===== src/rtl/pcs_gearbox_tx.sv =====
// 66b->64b transmit gearbox: packs {payload, sync header} blocks into a continuous
// 64-bit SERDES word stream, taking one stall cycle every 33 to absorb the header bits.
module pcs_gearbox_tx #(
  parameter int HEAD_W = 2,
  parameter int DATA_W = 64
) (
  input  logic              clk,
  input  logic              reset,
  input  logic [HEAD_W-1:0] head_i,
  input  logic [DATA_W-1:0] data_i,
  output logic              ready_o,
  output logic [DATA_W-1:0] data_o,
  output logic              head_err_o,
  output logic [5:0]        seq_o
);

  localparam int         SEQ_N    = DATA_W / HEAD_W + 1;
  localparam logic [5:0] SEQ_LAST = 6'(SEQ_N - 1);

  // Handshake: upstream always presents a block and holds it until ready_o is
  // high; a block is consumed on every rising edge where ready_o is high.
  logic [5:0]               seq_q;
  logic [DATA_W-1:0]        res_q;
  logic [DATA_W+HEAD_W-1:0] blk;
  logic [6:0]               r;
  logic [DATA_W-1:0]        res_mask;
  logic [DATA_W-1:0]        data_nxt;
  logic [DATA_W-1:0]        res_nxt;
  logic                     err_nxt;
  logic [5:0]               seq_nxt;

  assign blk      = {data_i, head_i};
  assign r        = {seq_q, 1'b0};
  assign res_mask = (64'd1 << r) - 64'd1;
  assign ready_o  = ~reset & (seq_q != SEQ_LAST);
  assign seq_o    = seq_q;
  assign seq_nxt  = (seq_q == SEQ_LAST) ? 6'd0 : seq_q + 6'd1;

  // Residual holds 2*seq bits; the stall cycle flushes exactly one full word of it.
  always_comb begin
    data_nxt = res_q;
    res_nxt  = '0;
    err_nxt  = 1'b0;
    if (seq_q != SEQ_LAST) begin
      data_nxt = (blk[DATA_W-1:0] << r) | (res_q & res_mask);
      res_nxt  = 64'(blk >> (7'd64 - r));
      err_nxt  = ~(head_i[0] ^ head_i[1]);
    end
  end

  always_ff @(posedge clk) begin
    if (reset) begin
      seq_q      <= '0;
      res_q      <= '0;
      data_o     <= '0;
      head_err_o <= 1'b0;
    end else begin
      seq_q      <= seq_nxt;
      res_q      <= res_nxt;
      data_o     <= data_nxt;
      head_err_o <= err_nxt;
    end
  end

endmodule


===== config.mk =====
export PLATFORM = sky130hd
export DESIGN_NAME = pcs_gearbox_tx
export DESIGN_NICKNAME = d
export VERILOG_FILES = /design/src/rtl/pcs_gearbox_tx.sv
export SDC_FILE = /design/constraint.sdc
export NUM_CORES = 1
export LEC_CHECK = 0
export BUFFER_PORTS_ARGS = -buffer_cell sky130_fd_sc_hd__buf_4
export CAP_MARGIN = 20
export CORE_ASPECT_RATIO = 1.25
export CORE_MARGIN = 2
export CORE_UTILIZATION = 50
export DETAILED_ROUTE_END_ITERATION = 8
export PLACE_DENSITY = 0.7
export SLEW_MARGIN = 15
export SYNTH_ARGS = -nofsm -noshare
export SYNTH_HDL_FRONTEND = slang
export SYNTH_SLANG_ARGS = --single-unit

===== constraint.sdc =====
create_clock -name clk -period 4.3 [get_ports clk]
set_clock_uncertainty 0.15 [all_clocks]
set_input_delay 0.215 -clock clk [delete_from_list [all_inputs] [get_ports clk]]
set_output_delay 0.215 -clock clk [all_outputs]
set_load 0.005 [all_outputs]

# Word-level counts from Yosys, hierarchy flattened
# Index checks and enable logic that the tools add are counted.
# totals
regBits,135
latch_bits,0
mem_bits_rw,0
mem_bits_ro,0
out_inout_bits,72
wordCells,22
mem_count,0
# classes
add_sub_neg,3
multipliers,0
div_mod_pow,0
n_lt_le_gt_ge,0
n_eq_ne,2
shifts,3
n_mux,1
n_bitwise,7
reduce_logical,2
# ops
cell,n
>> shifter 66 x 7 -> 64 bit,1
AND 64 bit,1
2-to-1 mux 64 bit,1
bitwise OR 64 bit,1
left shift 1 x 7 -> 64 bit (first input constant),1
left shift 64 x 7 -> 64 bit,1
subtractor 64 x 1 -> 64 bit (second input constant),1
subtractor 7 bit (first input constant),1
adder 6 x 1 -> 6 bit (second input constant),1
equality test 6 bit (second input constant),1
inequality test 6 bit (second input constant),1
OR reduction 2 bit,2
NOT 1 bit,3
AND 1 bit,1
bitwise XOR 1 bit,1

# Longest topological paths before layout
# logic_depth
word_depth,5
ltp_mapped,16
ltp_nobuf,10

# Least setup slack after synthesis
# Ideal clock, no wire load.
# synth_timing
path_type,flip-flop to flip-flop
from,"register seq_q[2], in the netlist seq_o[2]"
to,register data_o[42]
arrival_ps,3598
path_slack_ps,434
path_stages_with_launch,16
path_buffers,6
synth_period_minus_slack_ps,3866
cell_sequence,dfxtp_1 -> buf_6 -> clkbuf_1 -> inv_1 -> clkbuf_1 -> buf_2 -> buf_2 -> ha_1 -> clkbuf_1 -> mux2_2 -> a22o_1 -> nand4b_2 -> a21oi_2 -> nand2_1 -> a32o_1 -> a32o_1
# synth_between
elab_chain_len,5
# synth_rtl
element,line_no,source
start: declaration,22,logic [5:0] seq_q;
start signal: assignment,58,seq_q <= seq_nxt;
left shift 1 x 7 -> 64 bit,34,assign res_mask = (64'd1 << r) - 64'd1;
subtractor 64 x 1 -> 64 bit,34,
AND 64 bit,45,data_nxt = (blk[DATA_W-1:0] << r) | (res_q & res_mask);
bitwise OR 64 bit,45,
2-to-1 mux 64 bit (*),44,if (seq_q != SEQ_LAST) begin
end signal: assignment,60,data_o <= data_nxt;
end: declaration,12,"output logic [DATA_W-1:0] data_o,"
# Mark *: on every way between the ends. The rest lies on a longest branch, timed or not.
# A chain may end at the register's enable or synchronous reset.

# Worst setup path in the final report
# layout_timing
from,"register seq_q[0], in the netlist seq_o[0]"
to,register data_o[58]
# Same word-level chain as after synthesis.

==> results.ini <==
[outcome]
status = finished clean

[power_and_ir_drop]
p_int_mw = 3.02
pwr-share-clk_pct = 29.2
p_sw_mw = 2.07
p_leak_nw = 5.27
ir_drop_mv = 0.350
switching_share_pct = 40.6
share_seq_of_total_power_pct = 28.8
p_comb_share_pct = 42.0
power_density_nw_per_um2 = 391

[clock_network]
cts_setup_buffers = 0
cts_tree = done
insertion_delay_ps = 430
numCtsBuffers = 17
cts.repair.resized = 0
clk_pin_slew_worst_paths_ps = 70
ctsHoldBuffers = 0
htreeDepth = 4
clock_sinks = 135
cts-root-buf = clkbuf_16
cts_max_path_buffers = 2

[logic_synthesis]
synthFlopType = dfxtp_1
yosys.cell_types.count = 71
yosys_warnings = 0
synth_edf_count = 0
syn_area_sq_um = 11200
synth_area_per_cell_sq_um = 8.39
seq_area_frac_synth_pct = 24.2
synth_fp_nets = 1409
synthArstFlopShare_pct = 0
netlist_instances = 1332
ys_seq_elements = 135

[die]
die_w_um = 138
start_util_pct = 50.5
die_area_sq_um = 23600
die_h_um = 171
core-area_sq_um = 22100
ios = 140
rows = 61

[setup_path]
arrival_ps = 3760
crit_path_top_delay_cell = o31ai_1
critPathCaptureType = flip-flop
worstPathCellList = inv_1, ha_2, ha_1, buf_4, o31ai_1, nand4b_2, a211oi_2, nand2_1, xor2_1, a32o_1
startpoint_type = flip-flop
slowest_delay_ps = 510
cp_max_fo = 9
critPathKind = flip-flop to flip-flop
critical_path_required_ps = 4480

[layout]
drive_above_1_share_pct = 26.1
seq_area_sq_um = 2710
final_cell_mix = nor2_1, buf_4, dfxtp_1
antenna_cells = 0
layout-area-overhead-vs-synth_pct = 16.6
final_common_cell = nor2_1
nFillCells = 2066
multi_input_area_sq_um = 7930
nets = 1488

[global_route]
grt_pass1_wl_mm = 69.7
gr-usage-met1_pct = 53.7
grt-ovfl-total = 0
grt_use_met3_pct = 7.19
grt_max_degree = 150
grt_pass1_vias = 10640
grt_usage_pct = 41.0
antenna_found_initial = 0
met2_usage_pct = 63.1
busiest_layer = met2

[job]
max_cap_violations = 0

[drt]
postRouteAntennaNets = 0
first_pass_iters = 6
routed_wl_mm = 48.0
vias = 11574
drtIter0Drc = 1632
drcViolationCount = 0
viasPerCell = 6.78
routedWlPerCell_um = 28.1

[timing]
fin_crit_sh_pct = 83.3
hold_viol = 0
tns_ps = 0
tightest_slew_ps = 1140
max_slew_margin_pct = 23.5
rsz0062_at_grt = no
finalMaxSlewViolations = 0
setup_viol = 0
whs_ps = 5.73
fmax_ghz = 0.279
min_period_ps = 3580

[placed_design]
io_buffers = 139
hpwl_mm = 37.6
gp_congestion = 1.09

[min_path]
hold_class = input pin to flip-flop

[cell families (layout without fill, tap and decap cells)]
family	after synthesis	after routing	synth area share [%]
xor gates and xnor gates	26	26	2.04
and+or+nand+nor	462	462	18.4
AOI/OAI and AO/OA	333	333	18.7
adders and majority gates	9	9	1.01
buffers and inverters	139	231	5.29
DFF	135	135	24.2
muxes	228	228	30.4
[cell usage after synthesis, drive strengths merged, types with 31 or more instances]
library cell  number  area, sq um
mux2              42          473
mux4              85         1910
clkbuf            75          282
buf               48          250
a21oi             95          479
a211oi            34          260
nor3              31          160
mux2i            101         1010
o21ai             79          399
dfxtp            135         2700
nand2            111          417
nor2             226          848
[through the flow]
step / setup slack [ps] / util (%) / cell area (sq um) / instances / total power [mW]
floorplan: 434 / - / 11200 / 1332 / 2.78
global placement: 936 / 56.2 / 12400 / 1675 / 3.56
detailed placement: 843 / 56.2 / 12400 / 1675 / 3.56
CTS: 810 / 58.9 / 13000 / 1707 / 5.03
global route: 564 / 58.9 / 13000 / 1707 / 5.28
finish: 716 / 58.9 / 13000 / 1707 / 5.09
[final cells by class]
class / instances / share of cell area, %
timing repair buffer: 183 / 10.6
clock buffer: 17 / 3.26
multi-input combinational: 1058 / 60.8
tap: 283 / 2.72
clock inverter: 15 / 1.33
sequential: 135 / 20.8
inverter: 16 / 0.461
[power by group through the flow]
stage               logic (mW)  registers [mW]  clock network (mW)
floorplan                 1.32            1.46                   0
global placement          2.07            1.49                   0
detailed placement        2.07            1.49                   0
CTS                       2.08            1.46                1.49
global route              2.26            1.47                1.55
finish                    2.14            1.47                1.48
[worst max-delay path, delay by kind of cell, from the launching register on]
family,cells,cell delay [ps]
and+or+nand+nor,2,560
DFF,1,410
adders and majority gates,2,570
buffers and inverters,2,350
AOI/OAI and AO/OA,3,1260
xor gates and xnor gates,1,200
[sequential cells by signal, indices dropped and copies added (netlist names)]
register	cells
res_q	64
data_o	64
head_err_o	1
seq_o	6
[layer usage]
layer,vias to the layer above,share of wire (%)
li1,5089,-
met1,5485,38
met2,840,45
met3,160,9.8
met4,0,7.2
met5,-,0
[path summary, 6_finish.rpt]
kind,start,to,slack [ps],cells after the start
min reg2reg,res_q[60],data_o[60],310,2
max,seq_o[0],data_o[58],720,10
max reg2reg,seq_o[0],data_o[58],720,10
min,head_i[1],data_o[1],6,3
Note: power is estimated with default switching activity, not from simulation.
